===== src/rtl/simon_pkg.sv =====
`default_nettype none
// ============================================================================
// Module   : simon_pkg
// Purpose  : Shared Simon Says types, LFSR tap mask and step one-hot helper.
// Revision : 1.0 - initial release
// ============================================================================
package simon_pkg;

  typedef enum logic [2:0] {
    S_IDLE     = 3'd0,
    S_ADD      = 3'd1,
    S_SHOW_ON  = 3'd2,
    S_SHOW_OFF = 3'd3,
    S_INPUT    = 3'd4,
    S_WIN      = 3'd5,
    S_LOSE     = 3'd6
  } seq_state_t;

  typedef logic [3:0] step_t;

  // Taps 16,14,13,11 of a right-shifting Fibonacci register land on bits 0,2,3,5
  localparam logic [15:0] c_lfsr_taps = 16'h002D;

  function automatic step_t onehot4(input logic [1:0] code);
    return step_t'(4'b0001 << code);
  endfunction

endpackage
`default_nettype wire


===== src/rtl/seq_gen_if.sv =====
`default_nettype none
// ============================================================================
// Module   : seq_gen_if
// Purpose  : Game control / playback / comparator-enable bundle of seq_gen.
// Revision : 1.0 - initial release
// ============================================================================
interface seq_gen_if
  import simon_pkg::*;
#(
  parameter int MAX_LEN = 16
);
  localparam int LVL_W = $clog2(MAX_LEN) + 1;

  logic             start;
  logic             sw_valid;
  logic             correct_input;
  step_t            leds;
  step_t            actual;
  logic             on_off;
  logic [LVL_W-1:0] level;
  logic             win;
  logic             lose;

  modport master (
    input  start, sw_valid, correct_input,
    output leds, actual, on_off, level, win, lose
  );

  modport slave (
    output start, sw_valid, correct_input,
    input  leds, actual, on_off, level, win, lose
  );
endinterface
`default_nettype wire


===== src/rtl/seq_gen_lfsr16.sv =====
`default_nettype none
// ============================================================================
// Module   : lfsr16
// Purpose  : Free-running 16-bit Fibonacci LFSR; exposes the 2-bit step code.
// Revision : 1.0 - initial release
// ============================================================================
module lfsr16
  import simon_pkg::*;
#(
  parameter logic [15:0] SEED = 16'hACE1
) (
  input  wire logic       clk,
  input  wire logic       reset,
  output logic      [1:0] o_code
);

  logic [15:0] r_lfsr;
  logic        w_fb;

  assign w_fb   = ^(r_lfsr & c_lfsr_taps);
  assign o_code = r_lfsr[1:0];

  always_ff @(posedge clk or negedge reset) begin
    if (!reset) begin
      r_lfsr <= SEED;
    end else begin
      r_lfsr <= {w_fb, r_lfsr[15:1]};
    end
  end

endmodule
`default_nettype wire


===== src/rtl/seq_gen.sv =====
`default_nettype none
// ============================================================================
// Module   : seq_gen
// Purpose  : Simon Says sequence grower, LED playback and answer sequencer.
//            Optional build macro SEQ_GEN_SPEEDUP_EN halves playback timing
//            every four levels.
// Revision : 1.0 - initial release
// ============================================================================
module seq_gen
  import simon_pkg::*;
#(
  parameter int          MAX_LEN     = 16,
  parameter int          SHOW_CYCLES = 25_000_000,
  parameter int          GAP_CYCLES  = 12_500_000,
  parameter logic [15:0] SEED        = 16'hACE1
) (
  input  wire logic  clk,
  input  wire logic  reset,
  seq_gen_if.master  bus
);

  localparam int LVL_W = $clog2(MAX_LEN) + 1;
  localparam int IDX_W = $clog2(MAX_LEN);
  localparam logic [31:0] c_show = 32'(SHOW_CYCLES);
  localparam logic [31:0] c_gap  = 32'(GAP_CYCLES);

  seq_state_t       r_state, w_state_nxt;
  logic [LVL_W-1:0] r_level, w_level_nxt;
  logic [IDX_W-1:0] r_idx,   w_idx_nxt;
  logic [31:0]      r_cnt,   w_cnt_nxt;
  logic             w_mem_we;
  logic [1:0]       r_mem [MAX_LEN];
  logic [1:0]       w_code;
  logic             w_last;
  logic [31:0]      w_show_dur;
  logic [31:0]      w_gap_dur;
  step_t            w_step;

  lfsr16 #(.SEED(SEED)) u_lfsr (
    .clk    (clk),
    .reset  (reset),
    .o_code (w_code)
  );

`ifdef SEQ_GEN_SPEEDUP_EN
  logic [LVL_W-1:0] w_shift;
  logic [31:0]      w_show_raw;
  logic [31:0]      w_gap_raw;

  assign w_shift    = r_level >> 2;
  assign w_show_raw = c_show >> w_shift;
  assign w_gap_raw  = c_gap >> w_shift;
  assign w_show_dur = (w_show_raw == 32'd0) ? 32'd1 : w_show_raw;
  assign w_gap_dur  = (w_gap_raw == 32'd0) ? 32'd1 : w_gap_raw;
`else
  assign w_show_dur = (c_show == 32'd0) ? 32'd1 : c_show;
  assign w_gap_dur  = (c_gap == 32'd0) ? 32'd1 : c_gap;
`endif

  assign w_last = ({1'b0, r_idx} == (r_level - LVL_W'(1)));

  always_comb begin
    w_state_nxt = r_state;
    w_level_nxt = r_level;
    w_idx_nxt   = r_idx;
    w_cnt_nxt   = r_cnt;
    w_mem_we    = 1'b0;
    case (r_state)
      S_ADD: begin
        w_mem_we    = 1'b1;
        w_level_nxt = r_level + LVL_W'(1);
        w_idx_nxt   = '0;
        w_cnt_nxt   = '0;
        w_state_nxt = S_SHOW_ON;
      end
      S_SHOW_ON: begin
        if (r_cnt == w_show_dur - 32'd1) begin
          w_cnt_nxt   = '0;
          w_state_nxt = S_SHOW_OFF;
        end else begin
          w_cnt_nxt = r_cnt + 32'd1;
        end
      end
      S_SHOW_OFF: begin
        if (r_cnt == w_gap_dur - 32'd1) begin
          w_cnt_nxt = '0;
          if (w_last) begin
            w_idx_nxt   = '0;
            w_state_nxt = S_INPUT;
          end else begin
            w_idx_nxt   = r_idx + IDX_W'(1);
            w_state_nxt = S_SHOW_ON;
          end
        end else begin
          w_cnt_nxt = r_cnt + 32'd1;
        end
      end
      S_INPUT: begin
        if (bus.sw_valid) begin
          if (!bus.correct_input) begin
            w_state_nxt = S_LOSE;
          end else if (!w_last) begin
            w_idx_nxt = r_idx + IDX_W'(1);
          end else if (r_level == LVL_W'(MAX_LEN)) begin
            w_state_nxt = S_WIN;
          end else begin
            w_state_nxt = S_ADD;
          end
        end
      end
      default: ;
    endcase
    // A new game pre-empts everything, including an answer in the same cycle
    if (bus.start) begin
      w_state_nxt = S_ADD;
      w_level_nxt = '0;
      w_idx_nxt   = '0;
      w_cnt_nxt   = '0;
      w_mem_we    = 1'b0;
    end
  end

  always_ff @(posedge clk or negedge reset) begin
    if (!reset) begin
      r_state <= S_IDLE;
      r_level <= '0;
      r_idx   <= '0;
      r_cnt   <= '0;
    end else begin
      r_state <= w_state_nxt;
      r_level <= w_level_nxt;
      r_idx   <= w_idx_nxt;
      r_cnt   <= w_cnt_nxt;
    end
  end

  always_ff @(posedge clk) begin
    if (w_mem_we) begin
      r_mem[r_level[IDX_W-1:0]] <= w_code;
    end
  end

  // Outputs decode only flops, so they move solely on state / idx updates
  assign w_step     = onehot4(r_mem[r_idx]);
  assign bus.leds   = (r_state == S_SHOW_ON) ? w_step : 4'd0;
  assign bus.actual = (r_state == S_INPUT) ? w_step : 4'd0;
  assign bus.on_off = (r_state == S_INPUT);
  assign bus.win    = (r_state == S_WIN);
  assign bus.lose   = (r_state == S_LOSE);
  assign bus.level  = (r_state == S_IDLE || r_state == S_WIN || r_state == S_LOSE)
                      ? '0 : r_level;

endmodule
`default_nettype wire

===== src/flat_wrapper.sv =====
// flat-port wrapper written by rule: the top's interface ports become plain ports
module seq_gen_flat import simon_pkg::*;
#(
  parameter int          MAX_LEN     = 16,
  parameter int          SHOW_CYCLES = 25_000_000,
  parameter int          GAP_CYCLES  = 12_500_000,
  parameter logic [15:0] SEED        = 16'hACE1
)
  (clk, reset, bus_start, bus_sw_valid, bus_correct_input, bus_leds, bus_actual, bus_on_off, bus_level, bus_win, bus_lose);
  seq_gen_if #(.MAX_LEN(MAX_LEN)) bus_i ();
  input  wire logic clk;
  input  wire logic reset;
  input wire logic [$bits(bus_i.start)-1:0] bus_start;
  input wire logic [$bits(bus_i.sw_valid)-1:0] bus_sw_valid;
  input wire logic [$bits(bus_i.correct_input)-1:0] bus_correct_input;
  output wire logic [$bits(bus_i.leds)-1:0] bus_leds;
  output wire logic [$bits(bus_i.actual)-1:0] bus_actual;
  output wire logic [$bits(bus_i.on_off)-1:0] bus_on_off;
  output wire logic [$bits(bus_i.level)-1:0] bus_level;
  output wire logic [$bits(bus_i.win)-1:0] bus_win;
  output wire logic [$bits(bus_i.lose)-1:0] bus_lose;
  assign bus_i.start = bus_start;
  assign bus_i.sw_valid = bus_sw_valid;
  assign bus_i.correct_input = bus_correct_input;
  assign bus_leds = bus_i.leds;
  assign bus_actual = bus_i.actual;
  assign bus_on_off = bus_i.on_off;
  assign bus_level = bus_i.level;
  assign bus_win = bus_i.win;
  assign bus_lose = bus_i.lose;
  seq_gen #(.MAX_LEN(MAX_LEN), .SHOW_CYCLES(SHOW_CYCLES), .GAP_CYCLES(GAP_CYCLES), .SEED(SEED)) u_core (.clk(clk), .reset(reset), .bus(bus_i));
endmodule

===== config.mk =====
export PLATFORM = sky130hd
export DESIGN_NAME = seq_gen_flat
export DESIGN_NICKNAME = d
export VERILOG_FILES = /design/src/rtl/simon_pkg.sv /design/src/rtl/seq_gen_if.sv /design/src/rtl/seq_gen_lfsr16.sv /design/src/rtl/seq_gen.sv /design/src/flat_wrapper.sv
export SDC_FILE = /design/constraint.sdc
export NUM_CORES = 1
export LEC_CHECK = 0
export BUFFER_PORTS_ARGS = -buffer_cell sky130_fd_sc_hd__buf_4
export CORE_MARGIN = 2
export CORE_UTILIZATION = 38
export DETAILED_ROUTE_END_ITERATION = 7
export GPL_TIMING_DRIVEN = 0
export PLACE_DENSITY = 0.56
export SLEW_MARGIN = 10
export SYNTH_ARGS = -nofsm -noshare
export SYNTH_HDL_FRONTEND = slang
export SYNTH_SLANG_ARGS = --single-unit

===== constraint.sdc =====
create_clock -name clk -period 3.19 [get_ports clk]
set_input_delay 0.638 -clock clk [delete_from_list [all_inputs] [get_ports clk]]
set_output_delay 0.638 -clock clk [all_outputs]
set_load 0.01 [all_outputs]

# Word level (Yosys, flattened, before mapping)
# Memories as Yosys holds them, arrays and structs flattened.
# Index checks and enable logic that the tools add are counted.
# totals
input_bits	5
n_memories	1
word_cells	66
regBits	60
out_inout_bits	16
ramBits	32
# memory_table
memory	words	word_bits	rd	rd_clocked_by_memory_dff	wr	line_no	rtl
u_core.r_mem	16	2	1	0	1	seq_gen.sv:32	logic [1:0] r_mem [MAX_LEN];
# op_classes
n_mux	29
n_eq_ne	16
reduce_logical	10
shift	1
add_sub_neg	4
# ops
op	n
$mux 32	3
$pmux 32 s3	1
$add 32x1->32 const B	1
$eq 32x24->1 const B	1
$eq 32x25->1 const B	1
$mux 4	8
$mux 3	8
$reduce_xor 16->1	1
$mux 5	3
$pmux 3 s4	1
$pmux 4 s3	1
$reduce_and 5->1	2
$eq 3x3->1 const B	3
$ne 3x3->1 const B	3
$reduce_bool 4->1	2
$eq 3x2->1 const B	2
$ne 3x2->1 const B	2
$add 5x1->5 const B	1
$eq 4x5->1	1
$eq 5x5->1 const B	1
$reduce_bool 5->1	1
$sub 5x1->5 const B	1
$add 4x1->4 const B	1
$mux 1	4
6 further kinds	7

# Logic depth before layout (Yosys ltp)
# Gate-level depths: netlist of the first run.
# logic_depth
depth_word	7
mapped_depth	8
ltp_nobuf	8

# Modules after synthesis
# From an unflattened synthesis of the first run, not the netlist that was laid out.
# unflattened
hier_cells	445
area_unflattened_um2	4802.1
# by_module_without_submodules
module	seq_area_each_um2	cells_each	area_per_inst_um2	instances
seq_gen	2062.0	424	4350.4	1
lfsr16	410.4	21	451.7	1

# Least setup slack after synthesis of the first run
# OpenSTA, ideal clock, no wires.
# synth_path
path_type	register to output
startpoint	register u_core.r_idx[0]
endpoint	output bus_actual[2]
slack_ps	585
required_ps	2552
arrival_ps	1967
path_stages_with_launch	5
cell_sequence	dfrtp_1 buf_4 mux4_2 mux4_2 nor3b_1
# synth_between
elab_chain_cells	3
# synth_rtl
item	line_no	rtl
start, declared	seq_gen.sv:29	logic [IDX_W-1:0] r_idx, w_idx_nxt;
start signal, assigned	seq_gen.sv:132	r_idx <= w_idx_nxt;
$mem_v2 16x2	n/a	
$shl 1x2->4	simon_pkg.sv:25	return step_t'(4'b0001 << code);
$mux 4	seq_gen.sv:146	assign bus.actual = (r_state == S_INPUT) ? w_step : 4'd0;
end, declared	flat_wrapper.sv:17	output wire logic [$bits(bus_i.actual)-1:0] bus_actual;
# No other way between the ends.

# Final worst setup path of the first run
# layout_path
startpoint	register u_core.r_idx[0]
endpoint	output bus_actual[1]
# Same word-level chain as after synthesis.

==> flow_summary.ini, run 1 <==
[setup_path]
crit_start = u_core.r_idx[0]
required_ns = 2.55
critPathKind = flip-flop to output port
path_cells = buf_8 > mux4_2 > mux4_2 > nand2b_1 > nor2_1 > buf_4
r2r_cells = 7
cp-end-kind = output port
r2r_slack_ns = 0.66
cp-start-kind = flip-flop
timing.rr.end = u_core.r_cnt[6]
setup.worst_path.end = bus_actual[1]
critPathSlowestCell = mux4_2
cpMostUsedCell = mux4_2
max_stage_delay_ns = 0.55
timing.rr.start = u_core.r_cnt[27]
cp.arrival_ns = 2.42
cp_max_fo = 10

[route]
wl_met2_microns = 4560
num_vias = 3349
via_per_inst = 5.51
top_layer = met4
m1WireLength_microns = 5020
wl_microns = 10200
drt_drc_violations_left = 0
met3_length_microns = 352
drt-initial-drc-count = 262
drtPass1Iterations = 4
wire_per_inst_microns = 16.7
antenna_left = 0

[logic_synthesis]
synth.area.mux_share_pct = 6.26
synth_top_area_share_pct = 28.0
syn_nets = 435
synth_top_family_by_area = simple AND/OR/NAND/NOR gates
yosysMostFrequentCell = dfrtp_1
synth_compound_area_share_pct = 13.1
synth_edf_count = 32
synth-seq-cells = 92
synth_ff_type = dfrtp_1
synth_area_leaders = dfrtp_1 (28%), edfxtp_1 (21%), mux4_2 (4.8%)
synth-adder-area-share_pct = 1.88
yosysTopAreaCell = dfrtp_1
async_flop_share_pct = 65.2
syn_avg_cell_area_sq_um = 11.0
synthCells = 423
synth_simple_gate_area_share_pct = 19.2
ys_seq_area_share_pct = 53.1
yosysWarnings = 0
synth_xor_xnor_area_share_pct = 3.20
synthDistinctLibCells = 64
synth_area_sq_mm = 0.00465
synthTopCellsByCount = dfrtp_1 (52), nor2_1 (47), nand2_1 (38)

[clock_network]
ctsRootBufferMaster = clkbuf_16
worstSkewPairLatency_ns = 0.34
htreeDepth = 3
cts.sinks = 92
hold_buffers = 0
clk_pin_slew_ns = 0.07
cts_buffer_depth = 2
cts_buffers = 9
cts_tree = built

[placed_design]
dp_hpwl_microns = 7120
gp_congestion = 0.809
dp.cells = 590
place_area_sq_mm = 0.00499
numPortBuffers = 20

[global_routing]
grt_max_degree = 61
grt-ovfl-total = 0
first_global_vias = 3335
antenna_found_initial = 0
grt_first_pass_wirelength_microns = 17200
grt_use_total_pct = 16.9

[timing]
fmax_mhz = 327
final-setup-viol-count = 0
fin_crit_ns = 3.06
finalHoldViolCount = 0
worstMarginPinSlew_ns = 0.969
slew_viol_final = 0
rsz0062_at_grt = false
skew_ns = 0.00733
fin_crit_sh_pct = 95.8
slew_headroom_pct = 34.9
setup_tns_ns = 0

[final_layout]
final_area_sq_mm = 0.00530
drive_gt1_share_pct = 19.1
syn2layout_area_growth_pct = 13.8
fin_cells = 608
diodes = 0
nets = 468

[floorplanning]
die_y_microns = 115
start_util_pct = 38.9
die-area_sq_mm = 0.0132
coreArea_sq_mm = 0.0120
io_pins = 21
die_width_microns = 115
rows = 40

[run_status]
status = finished clean

[power]
power_density_mw_per_mm2 = 602
ir_worst_vdd_uv = 217
p_leak_nw = 2.09

[min_path]
min_path_cells = 0
hp-class = flip-flop to flip-flop
hp-start = u_core.u_lfsr.r_lfsr[4]

[job]
max_cap_viol_count = 0
[per-stage QoR]
step,hold slack (ns),setup slack [ns],total power (W),util (%)
floorplan,0.331,0.585,0.00194,-
global placement,0.338,0.311,0.00216,41.7
detailed placement,0.347,0.288,0.00216,41.7
CTS,0.355,0.0390,0.00321,44.1
global route,0.355,0.0104,0.00338,44.3
finish,0.349,0.133,0.00319,44.3
[worst min path at each step]
stage                              endpoint  slack, ns
global placement    u_core.u_lfsr.r_lfsr[3]       0.34
CTS                 u_core.u_lfsr.r_lfsr[3]       0.35
floorplan           u_core.u_lfsr.r_lfsr[3]       0.33
detailed placement  u_core.u_lfsr.r_lfsr[8]       0.35
finish              u_core.u_lfsr.r_lfsr[3]       0.35
global route        u_core.u_lfsr.r_lfsr[3]       0.36
[sequential cells by signal (all words and copies together), names as in the netlist]
register              flops
u_core.r_idx              4
u_core.r_cnt             32
u_core.r_mem             32
u_core.r_level            5
u_core.r_state            3
u_core.u_lfsr.r_lfsr     16
[area by class of cell]
type                       count  area (sq um)
inverter                      10          37.5
sequential                    92          2470
buffer                        19           123
timing repair buffer          22           165
fill                        1136          6660
tap                          147           184
clock buffer                   9           225
multi-input combinational    302          2030
clock inverter                 7          60.1
[where the power goes]
group	leakage (nW)	total [W]	switching [W]	internal, W
Sequential	1.08	0.00132	0.0000587	0.00126
Clock	0.144	0.00103	0.000484	0.000547
Combinational	0.863	0.000838	0.000485	0.000354
[cell families (layout without fill, tap and decap cells)]
kind of cell | after synthesis | after routing
XOR/XNOR | 17 | 17
adder cells (fa/ha/maj) | 7 | 7
AO/OA/AOI/OAI | 87 | 87
AND/OR/NAND/NOR | 175 | 175
flip-flops | 92 | 92
buffers and inverters | 29 | 67
multiplexers | 16 | 16
[layer usage]
metal | vias to the layer above | GRT usage, %
met2 | 73 | 25.6
met5 | - | 0
met1 | 1635 | 23.8
met4 | 0 | 7.24
li1 | 1624 | -
met3 | 17 | 3.18
[what timing repair did]
item,in CTS,in global routing
resized for setup,3,1
cloned,0,0
endpoints found under the setup margin,5,5
pin swaps,0,0
setup buffers,0,2
[worst max-delay path, delay by kind of cell, from the launching register on]
family	cells	cell delay [ns]
buffers and inverters	2	0.29
flip-flops	1	0.39
multiplexers	2	1.08
AND/OR/NAND/NOR	2	0.30
[layout by cell type (no fill, tap or decap), drive strengths merged, types with 7 or more instances in the layout]
| cell | netlist | layout |
|---|---|---|
| a21oi | 18 | 18 |
| a31oi | 26 | 26 |
| and2 | 9 | 9 |
| buf | 9 | 31 |
| clkbuf | 10 | 19 |
| dfrtp | 52 | 52 |
| dfstp | 8 | 8 |
| edfxtp | 32 | 32 |
| ha | 7 | 7 |
| inv | 10 | 16 |
| mux4 | 10 | 10 |
| nand2 | 39 | 39 |
| nand2b | 8 | 8 |
| nand3 | 22 | 22 |
| nand4 | 9 | 9 |
| nor2 | 47 | 47 |
| nor3 | 12 | 12 |
| o21ai | 17 | 17 |
| xnor2 | 8 | 8 |
| xor2 | 9 | 9 |
No activity file was read; power rests on OpenSTA's default activity.
==> run 2, diff against run 1 <==
- ABC_AREA: unset -> 1
- PLACE_DENSITY: 0.56 -> 0.55
- RECOVER_POWER: unset -> 50
==> flow_summary.ini, run 2 <==
[final_layout]
syn2layout_area_growth_pct = 12.4
diodes = 0
nets = 711
drive_gt1_share_pct = 11.5
mostFrequentLayoutCell = nand2_1
final_cell_mix = nand2_1 (155), nor2_1 (137), inv_1 (63), dfrtp_1 (52), nand3_1 (40)
n_fill_cell = 1336
fin_cells = 880

[timing]
fin_ws_ns = 0.239
hold-worst-slack_ns = 0.353
final-setup-viol-count = 0
setup_tns_ns = 0
fmax_mhz = 339
finalHoldViolCount = 0
fin_crit_ns = 2.95
rsz0062_at_grt = false
worstMarginPinSlew_ns = 1.54
skew_ns = 0.0124
slew_viol_final = 61
fin_crit_sh_pct = 92.5
slew_headroom_pct = -2.36

[power]
p_leak_nw = 2.37
power_w = 0.00328
power_density_mw_per_mm2 = 560
ir_worst_vdd_uv = 233

[logic_synthesis]
syn_avg_cell_area_sq_um = 7.79
synthCells = 669
async_flop_share_pct = 65.2
yosysTopAreaCell = dfrtp_1
synth_area_leaders = dfrtp_1 (25%), edfxtp_1 (18%), nand2_1 (11%)
syn_nets = 681
synthDistinctLibCells = 38
ys_seq_area_share_pct = 47.4
synth_ff_type = dfrtp_1
synth_edf_count = 32
yosysMostFrequentCell = nand2_1
synth-seq-cells = 92
yosysWarnings = 0
synthTopCellsByCount = nand2_1 (155), nor2_1 (137), inv_1 (63)
synth_area_sq_mm = 0.00521
synth_top_area_share_pct = 25.0

[clock_network]
cts_tree = built
hold_buffers = 0
cts_buffer_depth = 2
cts.repair.resized = 0
htreeDepth = 3
cts_buffers = 9
clk_pin_slew_ns = 0.08
cts_setup_buffers = 0
worstSkewPairLatency_ns = 0.36
ctsRootBufferMaster = clkbuf_16
cts.sinks = 92

[min_path]
hp-class = flip-flop to flip-flop

[floorplanning]
coreArea_sq_mm = 0.0133
io_pins = 21
die-area_sq_mm = 0.0147
rows = 42
die_width_microns = 121
start_util_pct = 39.2
die_y_microns = 121

[setup_path]
cp_max_fo = 10
cp-end-kind = output port
cp-start-kind = flip-flop
required_ns = 2.55
cp.arrival_ns = 2.31
critPathKind = flip-flop to output port

[run_status]
violations = capacitance limit, slew limit
status = finished, violations left

[placed_design]
numPortBuffers = 19
dp_slack_ns = 0.622
gp_congestion = 0.882
dp.cells = 864
dp_hpwl_microns = 9990

[route]
wire_per_inst_microns = 15.3
wl_microns = 13400
num_vias = 4469
drt_drc_violations_left = 0
antenna_left = 0
via_per_inst = 5.08
drt-initial-drc-count = 403
drtPass1Iterations = 5

[global_routing]
antenna_found_initial = 0
grt_use_total_pct = 19.7
grt_max_degree = 61
grt-ovfl-total = 0
grt_first_pass_wirelength_microns = 22300
first_global_vias = 4251

[job]
max_cap_viol_count = 1
[run 2: worst paths after layout]
path                       slack, ns                 endpoint                     from  cells after the start
max                             0.24              bus_leds[0]          u_core.r_idx[0]                     12
min                             0.35  u_core.u_lfsr.r_lfsr[7]  u_core.u_lfsr.r_lfsr[8]                      0
max reg2reg                     0.97          u_core.r_idx[3]        u_core.r_level[0]                     12
min reg2reg                     0.35  u_core.u_lfsr.r_lfsr[7]  u_core.u_lfsr.r_lfsr[8]                      0
max in group asynchronous       1.61         u_core.r_cnt[21]                    reset                      1
min in group asynchronous       0.66         u_core.r_cnt[10]                    reset                      1
[run 2: metrics by stage]
| step | instance area, sq um | utilization, % |
|---|---|---|
| floorplan | 5210 | - |
| global placement | 5580 | 41.9 |
| detailed placement | 5580 | 41.9 |
| CTS | 5860 | 44.1 |
| global route | 5860 | 44.1 |
| finish | 5860 | 44.1 |
[run 2: worst max-delay path, stage by stage (launching register included)]
cell and delay [ns]:
dfrtp_1 0.45, inv_1 0.21, buf_2 0.27, nor2_1 0.06, nor2_1 0.07, o21ai_0 0.11
o211ai_1 0.14, nand3_1 0.10, nand2_1 0.19, inv_1 0.09, nand2_1 0.08, nor2_1 0.05
buf_4 0.15
[run 2: per-layer routing]
metal / vias to the layer above / track usage [%] / wire length [microns]
li1: 2224 / - / -
met4: 0 / 8.07 / 269
met2: 121 / 30.2 / 6130
met5: - / 0 / 0
met3: 17 / 3.01 / 648
met1: 2107 / 27.9 / 6380
[run 2: power by group]
part / switching (W) / internal [W]
registers: 0.0000443 / 0.00126
clock network: 0.000512 / 0.000548
logic: 0.000644 / 0.000272
total: 0.00120 / 0.00208
[run 2: kinds of logic after synthesis]
logic type | after synthesis | synth area share, %
buffers and inverters | 85 | 6.77
XOR/XNOR | 24 | 4.03
AO/OA/AOI/OAI | 64 | 7.39
adder cells (fa/ha/maj) | 7 | 1.68
flip-flops | 92 | 47.4
AND/OR/NAND/NOR | 397 | 32.7
[run 2: cell type report]
type | instances | area, sq um | area share, %
plain buffers | 19 | 105 | 1.79
clock buffers | 9 | 225 | 3.84
clock inverters | 7 | 62.6 | 1.07
inverters | 66 | 248 | 4.23
multi-input cells | 492 | 2390 | 40.7
flip-flops and latches | 92 | 2470 | 42.2
well taps | 176 | 220 | 3.76
repair buffers | 19 | 140 | 2.39
